[config.mk]
export PLATFORM = sky130hd
export DESIGN_NAME = gf180mcu_fd_io__bi_drv_ctrl
export DESIGN_NICKNAME = d
export VERILOG_FILES = /design/src/rtl/gf180mcu_fd_io__bi_drv_pkg.sv /design/src/rtl/gf180mcu_fd_io__sync2.sv /design/src/rtl/gf180mcu_fd_io__bi_drv_ctrl.sv
export SDC_FILE = /design/constraint.sdc
export NUM_CORES = 1
export LEC_CHECK = 0
export BUFFER_PORTS_ARGS = -buffer_cell sky130_fd_sc_hd__buf_4
export CORE_MARGIN = 4
export CORE_UTILIZATION = 31
export CTS_CLUSTER_SIZE = 30
export DETAILED_ROUTE_END_ITERATION = 12
export PLACE_DENSITY = 0.55
export SLEW_MARGIN = 20
export SYNTH_ARGS = -nofsm -noshare
export SYNTH_HDL_FRONTEND = slang
export SYNTH_SLANG_ARGS = --single-unit
[constraint.sdc]
create_clock -name CLK -period 5 [get_ports CLK]
set_input_delay 1.5 -clock CLK [delete_from_list [all_inputs] [get_ports CLK]]
set_output_delay 1.5 -clock CLK [all_outputs]
set_load 0.02 [all_outputs]
[src/rtl/gf180mcu_fd_io__bi_drv_pkg.sv]
// Shared types and constants for the bidirectional pad drive controller.
package gf180mcu_fd_io__bi_drv_pkg;

    typedef enum logic [1:0] {
        StIdle,
        StPre,
        StDrive,
        StPost
    } state_e;

    localparam logic [1:0] PULL_NONE = 2'b00;
    localparam logic [1:0] PULL_UP   = 2'b01;
    localparam logic [1:0] PULL_DOWN = 2'b10;

    localparam int unsigned DEAD_CNT_W = 4;

    // Returns {pu, pd}; the 2'b11 encoding maps to no pull so both are never set.
    function automatic logic [1:0] pull_decode(input logic [1:0] cfg);
        case (cfg)
            PULL_UP:   return 2'b10;
            PULL_DOWN: return 2'b01;
            default:   return 2'b00;
        endcase
    endfunction

endpackage

[src/rtl/gf180mcu_fd_io__sync2.sv]
// Two-flop synchronizer with synchronous active-high reset.
module gf180mcu_fd_io__sync2 (
    input  logic clk,
    input  logic rst,
    input  logic d,
    output logic q
);

    logic meta;

    always_ff @(posedge clk) begin
        if (rst) begin
            meta <= 1'b0;
            q    <= 1'b0;
        end else begin
            meta <= d;
            q    <= meta;
        end
    end

endmodule

[src/rtl/gf180mcu_fd_io__bi_drv_ctrl.sv]
// Core-side controller for a bidirectional pad: streams bits onto A/OE with
// break-before-make dead time, and returns a synchronized receive bit when idle.
module gf180mcu_fd_io__bi_drv_ctrl
    import gf180mcu_fd_io__bi_drv_pkg::*;
#(
    parameter int unsigned DEAD_CYCLES = 2
) (
    input  logic       CLK,
    input  logic       RST,
    input  logic       TX_VALID,
    output logic       TX_READY,
    input  logic       TX_DATA,
    input  logic       TX_LAST,
    input  logic [1:0] CFG_DRV,
    input  logic       CFG_SL,
    input  logic [1:0] CFG_PULL,
    input  logic       Y,
    output logic       RX_DATA,
    output logic       RX_VALID,
    output logic       BUSY,
    output logic       A,
    output logic       OE,
    output logic       IE,
    output logic       PU,
    output logic       PD,
    output logic       PDRV0,
    output logic       PDRV1,
    output logic       SL
);

    localparam logic [DEAD_CNT_W-1:0] DEAD_LOAD = DEAD_CNT_W'(DEAD_CYCLES - 1);

    state_e                state;
    logic [DEAD_CNT_W-1:0] dead_cnt;
    logic                  data_reg;
    logic                  last_reg;
    // Cycles spent in IDLE since entry: 1 on entry, 0 out of reset, saturates at 3.
    logic [1:0]            idle_age;

    gf180mcu_fd_io__sync2 u_sync_y (
        .clk (CLK),
        .rst (RST),
        .d   (Y),
        .q   (RX_DATA)
    );

    assign BUSY     = (state != StIdle);
    assign TX_READY = !RST && ((state == StIdle) || ((state == StDrive) && !last_reg));

    always_ff @(posedge CLK) begin
        if (RST) begin
            state         <= StIdle;
            dead_cnt      <= '0;
            data_reg      <= 1'b0;
            last_reg      <= 1'b0;
            idle_age      <= 2'd0;
            RX_VALID      <= 1'b0;
            A             <= 1'b0;
            OE            <= 1'b0;
            IE            <= 1'b1;
            {PU, PD}      <= 2'b00;
            {PDRV1, PDRV0} <= 2'b00;
            SL            <= 1'b0;
        end else begin
            case (state)
                StIdle: begin
                    {PDRV1, PDRV0} <= CFG_DRV;
                    SL             <= CFG_SL;
                    if (TX_VALID) begin
                        state    <= StPre;
                        dead_cnt <= DEAD_LOAD;
                        data_reg <= TX_DATA;
                        last_reg <= TX_LAST;
                        IE       <= 1'b0;
                        {PU, PD} <= 2'b00;
                        RX_VALID <= 1'b0;
                    end else begin
                        {PU, PD} <= pull_decode(CFG_PULL);
                        if (idle_age != 2'd3) idle_age <= idle_age + 2'd1;
                        RX_VALID <= (idle_age >= 2'd2);
                    end
                end
                StPre: begin
                    if (dead_cnt == '0) begin
                        state <= StDrive;
                        OE    <= 1'b1;
                        A     <= data_reg;
                    end else begin
                        dead_cnt <= dead_cnt - 1'b1;
                    end
                end
                StDrive: begin
                    // The last beat has already had its cycle on A.
                    if (last_reg) begin
                        state    <= StPost;
                        OE       <= 1'b0;
                        dead_cnt <= DEAD_LOAD;
                    end else if (TX_VALID) begin
                        A        <= TX_DATA;
                        last_reg <= TX_LAST;
                    end
                end
                StPost: begin
                    if (dead_cnt == '0) begin
                        state          <= StIdle;
                        IE             <= 1'b1;
                        {PU, PD}       <= pull_decode(CFG_PULL);
                        {PDRV1, PDRV0} <= CFG_DRV;
                        SL             <= CFG_SL;
                        idle_age       <= 2'd1;
                    end else begin
                        dead_cnt <= dead_cnt - 1'b1;
                    end
                end
                default: state <= StIdle;
            endcase
        end
    end

endmodule

; ---- Word level (Yosys, flattened, before mapping)
; Cells that the tools add are included.
[word_totals]
regBits = 21
output_inout_bits = 12
word_cells = 95
[op_classes]
addsub = 2
magnitude_cmp = 1
eq_ne = 15
mux = 40
reduce_logical = 21
[ops]
columns = op, count
row1 = != test 2 bit (second input constant), 9
row2 = one-hot mux 1 bit (2 select lines), 9
row3 = 2-to-1 mux 1 bit, 17
row4 = 2-to-1 mux 2 bit, 7
row5 = 2-to-1 mux 4 bit, 3
row6 = one-hot mux 4 bit (3 select lines), 1
row7 = AND reduction 4 bit, 3
row8 = AND reduction 3 bit, 3
row9 = one-hot mux 2 bit (2 select lines), 2
row10 = one-hot mux 2 bit (4 select lines), 1
row11 = nonzero test 2 bit, 4
row12 = equality test 2 bit (second input constant), 3
row13 = AND reduction 2 bit, 3
row14 = equality test 2 x 1 -> 1 bit (second input constant), 2
row15 = zero test 4 bit, 1
row16 = subtractor 4 x 1 -> 4 bit (second input constant), 1
row17 = adder 2 x 1 -> 2 bit (second input constant), 1
row18 = greater-or-equal comparator 2 bit (second input constant), 1
row19 = logical AND 1 bit, 2
row20 = zero test 1 bit, 2
row21 = zero test 2 bit, 1
row22 = != test 2 x 1 -> 1 bit (second input constant), 1
row23 = OR reduction 2 bit, 1
row24 = logical OR 1 bit, 1

; ---- Depth between registers and ports, before layout
[logic_depth]
ltp_word = 4
mapped_depth = 7
ltp_nobuf = 6

; ---- By module
; A second synthesis with hierarchy kept.
[unflattened]
hier_cells = 125
hier_area_um2 = 1096.1
[by_module_without_submodules]
columns = mod, n_inst, cells_per_inst, area_per_inst_um2, seq_area_each_um2
row1 = gf180mcu_fd_io__bi_drv_ctrl, 1, 121, 1043.5, 380.4
row2 = gf180mcu_fd_io__sync2, 1, 4, 52.6, 40.0

; ---- Least setup slack after synthesis
; No wires, ideal clock.
[synth_timing]
kind = input -> output
startpoint = in RST
endpoint = out TX_READY
arrival_ns = 1.993
path_slack_ns = 1.507
stages = 2
path_buffers = 1
cell_sequence = clkbuf_1 > nor2_1
[synth_via]
elab_chain_cells = 2
[synth_lines]
columns = element, line_no
row1 = start: declaration, gf180mcu_fd_io__bi_drv_ctrl.sv:9  ; input logic RST,
row2 = zero test 1 bit, gf180mcu_fd_io__bi_drv_ctrl.sv:48  ; assign TX_READY = !RST && ((state == StIdle) || ((state == StDrive) && !last_reg));
row3 = logical AND 1 bit, gf180mcu_fd_io__bi_drv_ctrl.sv:48
row4 = end: declaration, gf180mcu_fd_io__bi_drv_ctrl.sv:11  ; output logic TX_READY,
; No other way between the ends.

; ---- Worst setup path after layout
; Same ends and word-level chain as after synthesis.

==> run metrics <==
status=finished clean; reg-to-reg startpoint=state[0]; CTS Buf Count=3; global-route wire length before repair=3980 µm; Finished Core Util=39.9%; Syn Area/Cell=8.98 µm²; post-synth top area cell=dfxtp_1; ys async rst share=0%; Critical Path RT=3500 ps; Inserted Diodes=0; clk root buf=clkbuf_8; Critical Path Source=RST; Remaining DRCs=0; CP Capture Type=output port; Final Max Tran Viols=0; Final period util=69.9%; Synth cell types=35; Starting Density=33.1%; Seq cells post-synth=21; die width=68.6 µm; number of global-route vias before repair=907; skew final=4.89 ps; Pwr Density=623 nW/µm²; number of max-cap violations=0; CP arrival=1990 ps; first drt pass iteration count=4; I/O pins=23; DR vias=916; final hold vios=0; leakage=0.000587 µW; Final min period=3490 ps; Synth Flop Type=dfxtp_1; area of the multi-input gates=659 µm²; CTS tree=done; count of synthesis-stage warnings from yosys=0; Slew @ Worst Pin=436 ps; Layout Cells excl Fill=193; Mapped Area=1140 µm²; GRT Resource Usage Total=11.3%; Worst setup SP type=primary input; post-synth top area share=36.9%; Largest Register=dead_cnt; Max FO, Critical Path=22; drt wl/cell=12.6 µm; Die Ht=68.6 µm; Synth Instances=127; DR vias/cell=4.75; min-delay src=u_sync_y.meta; PortBufs=22; Max clock buf depth=2; Max Freq=286 MHz; NumNets Final=167; EDFF count, synth=0; FP Rows=21; # Post-CTS Setup Buffers=0; Clock Latency Late Sink=260 ps; # placed instances=189; Area Overhead vs Synth=20.6%; WL final=2420 µm; GR Overflow Total=0; pin count of the biggest net entering global routing=23; Setup violations, final=0; 1st-iter DRT viols=24; layout cells sized above 1=24.5%; sequential area share after synthesis=36.9%; WS Path Type=primary input to output port; Filler Cell Count=366; htree depth=1; maximum VDD drop=199 µV; Hold/Removal Path Class=flop to flop; syn_nets=146; Rel. slew slack=70.9%; Final GP Congestion=0.795; setup TNS=0 ps; antenna violations before repair=0; register area=420 µm²; Reg clk slew, reported paths=80 ps; Synth area leaders=dfxtp_1 37%, ha_1 8.8%, nor2_1 5.9%; biggest regs=dead_cnt: 4 flops, idle_age: 2 flops, state: 2 flops; CTS sink count=21; final HPWL from detailed placement=1850 µm; hold_buf cts=0; PostCTS Resize Cnt=0; unrepaired setup endpoints after global routing=false; full die area=4710 µm²; antenna-violating nets left=0; core outline area=3440 µm²; max reg flops=4
==> synthesized netlist by cell type (2+ instances only) <==
| cell type | count |
|---|---|
| a211oi_1 | 2 |
| a211oi_2 | 2 |
| a21oi_1 | 10 |
| a31oi_1 | 2 |
| buf_2 | 3 |
| clkbuf_1 | 2 |
| dfxtp_1 | 21 |
| ha_1 | 8 |
| inv_1 | 7 |
| mux2_2 | 2 |
| mux2i_1 | 5 |
| nand2_1 | 9 |
| nand2b_1 | 3 |
| nand3_1 | 2 |
| nand4b_1 | 2 |
| nor2_1 | 18 |
| nor2b_1 | 5 |
| nor3_1 | 2 |
| o21ai_0 | 4 |
| or2_2 | 2 |
| or4b_1 | 2 |
==> layout make-up <==
type | instances | area share, %
Clock inverter | 1 | 0.364
Multi-Input combinational cell | 93 | 48.0
Timing Repair Buffer | 22 | 12.0
Tap cell | 46 | 4.19
Sequential cell | 21 | 30.6
Inverter | 7 | 1.91
Clock buffer | 3 | 3.00
==> cells in the final DEF (no fill, tap or decap), types with 2 or more instances in the layout <==
| master | synthesis | routed |
|---|---|---|
| clkbuf_8 | 0 | 3 |
| buf_4 | 0 | 22 |
| a31oi_1 | 2 | 2 |
| nand4b_1 | 2 | 2 |
| a211oi_2 | 2 | 2 |
| or2_2 | 2 | 2 |
| mux2i_1 | 5 | 5 |
| nor2_1 | 18 | 18 |
| nor3_1 | 2 | 2 |
| or4b_1 | 2 | 2 |
| dfxtp_1 | 21 | 21 |
| a211oi_1 | 2 | 2 |
| inv_1 | 7 | 7 |
| ha_1 | 8 | 8 |
| nand2_1 | 9 | 9 |
| nand2b_1 | 3 | 3 |
| o21ai_0 | 4 | 4 |
| nand3_1 | 2 | 2 |
| a21oi_1 | 10 | 10 |
| nor2b_1 | 5 | 5 |
| mux2_2 | 2 | 2 |
==> power breakdown <==
group	leakage, µW	internal (µW)	switching, µW	total, µW
registers	0.000173	213	33.7	247
clock network	0.0000255	55.4	55.9	111
logic	0.000389	209	289	498
total	0.000587	478	379	856
==> cells by family (layout without fill, tap and decap cells) <==
family | Yosys count | after routing | share of synthesized area [%]
fa+ha+maj | 8 | 8 | 8.78
simple gates | 51 | 51 | 23.9
compound gates | 26 | 26 | 17.6
buf+inv | 13 | 33 | 5.27
mux | 8 | 8 | 7.57
flops | 21 | 21 | 36.9
==> per-layer routing <==
metal	track usage, %	vias to the layer above	routed length [µm]
li1	-	478	-
met1	13.9	429	1080
met2	19.0	7	1270
met3	2.11	2	43
met4	5.21	0	30
met5	0	-	0
==> metrics by stage <==
stage	setup slack, ps	hold WS (ps)	power, µW	instance area, µm²
2_1_floorplan	1510	414	636	1140
3_3_place_gp	1520	425	734	1330
3_5_place_dp	1500	440	752	1330
4_1_cts	1500	456	866	1380
5_1_grt	1480	479	931	1380
6_report	1510	452	856	1380
==> worst paths after layout <==
| check | end | slack, ps | cells past startpoint |
|---|---|---|---|
| setup / recovery | TX_READY | 1510 | 3 |
| hold / removal | u_sync_y.q | 450 | 1 |
| setup reg to reg | dead_cnt[3] | 3080 | 6 |
| hold reg to reg | u_sync_y.q | 450 | 1 |
==> worst max-delay path, stage by stage <==
cell	delay (ps)
buf_4	240
nor2_1	90
buf_4	160
Note: power is estimated with default switching activity, not from simulation.
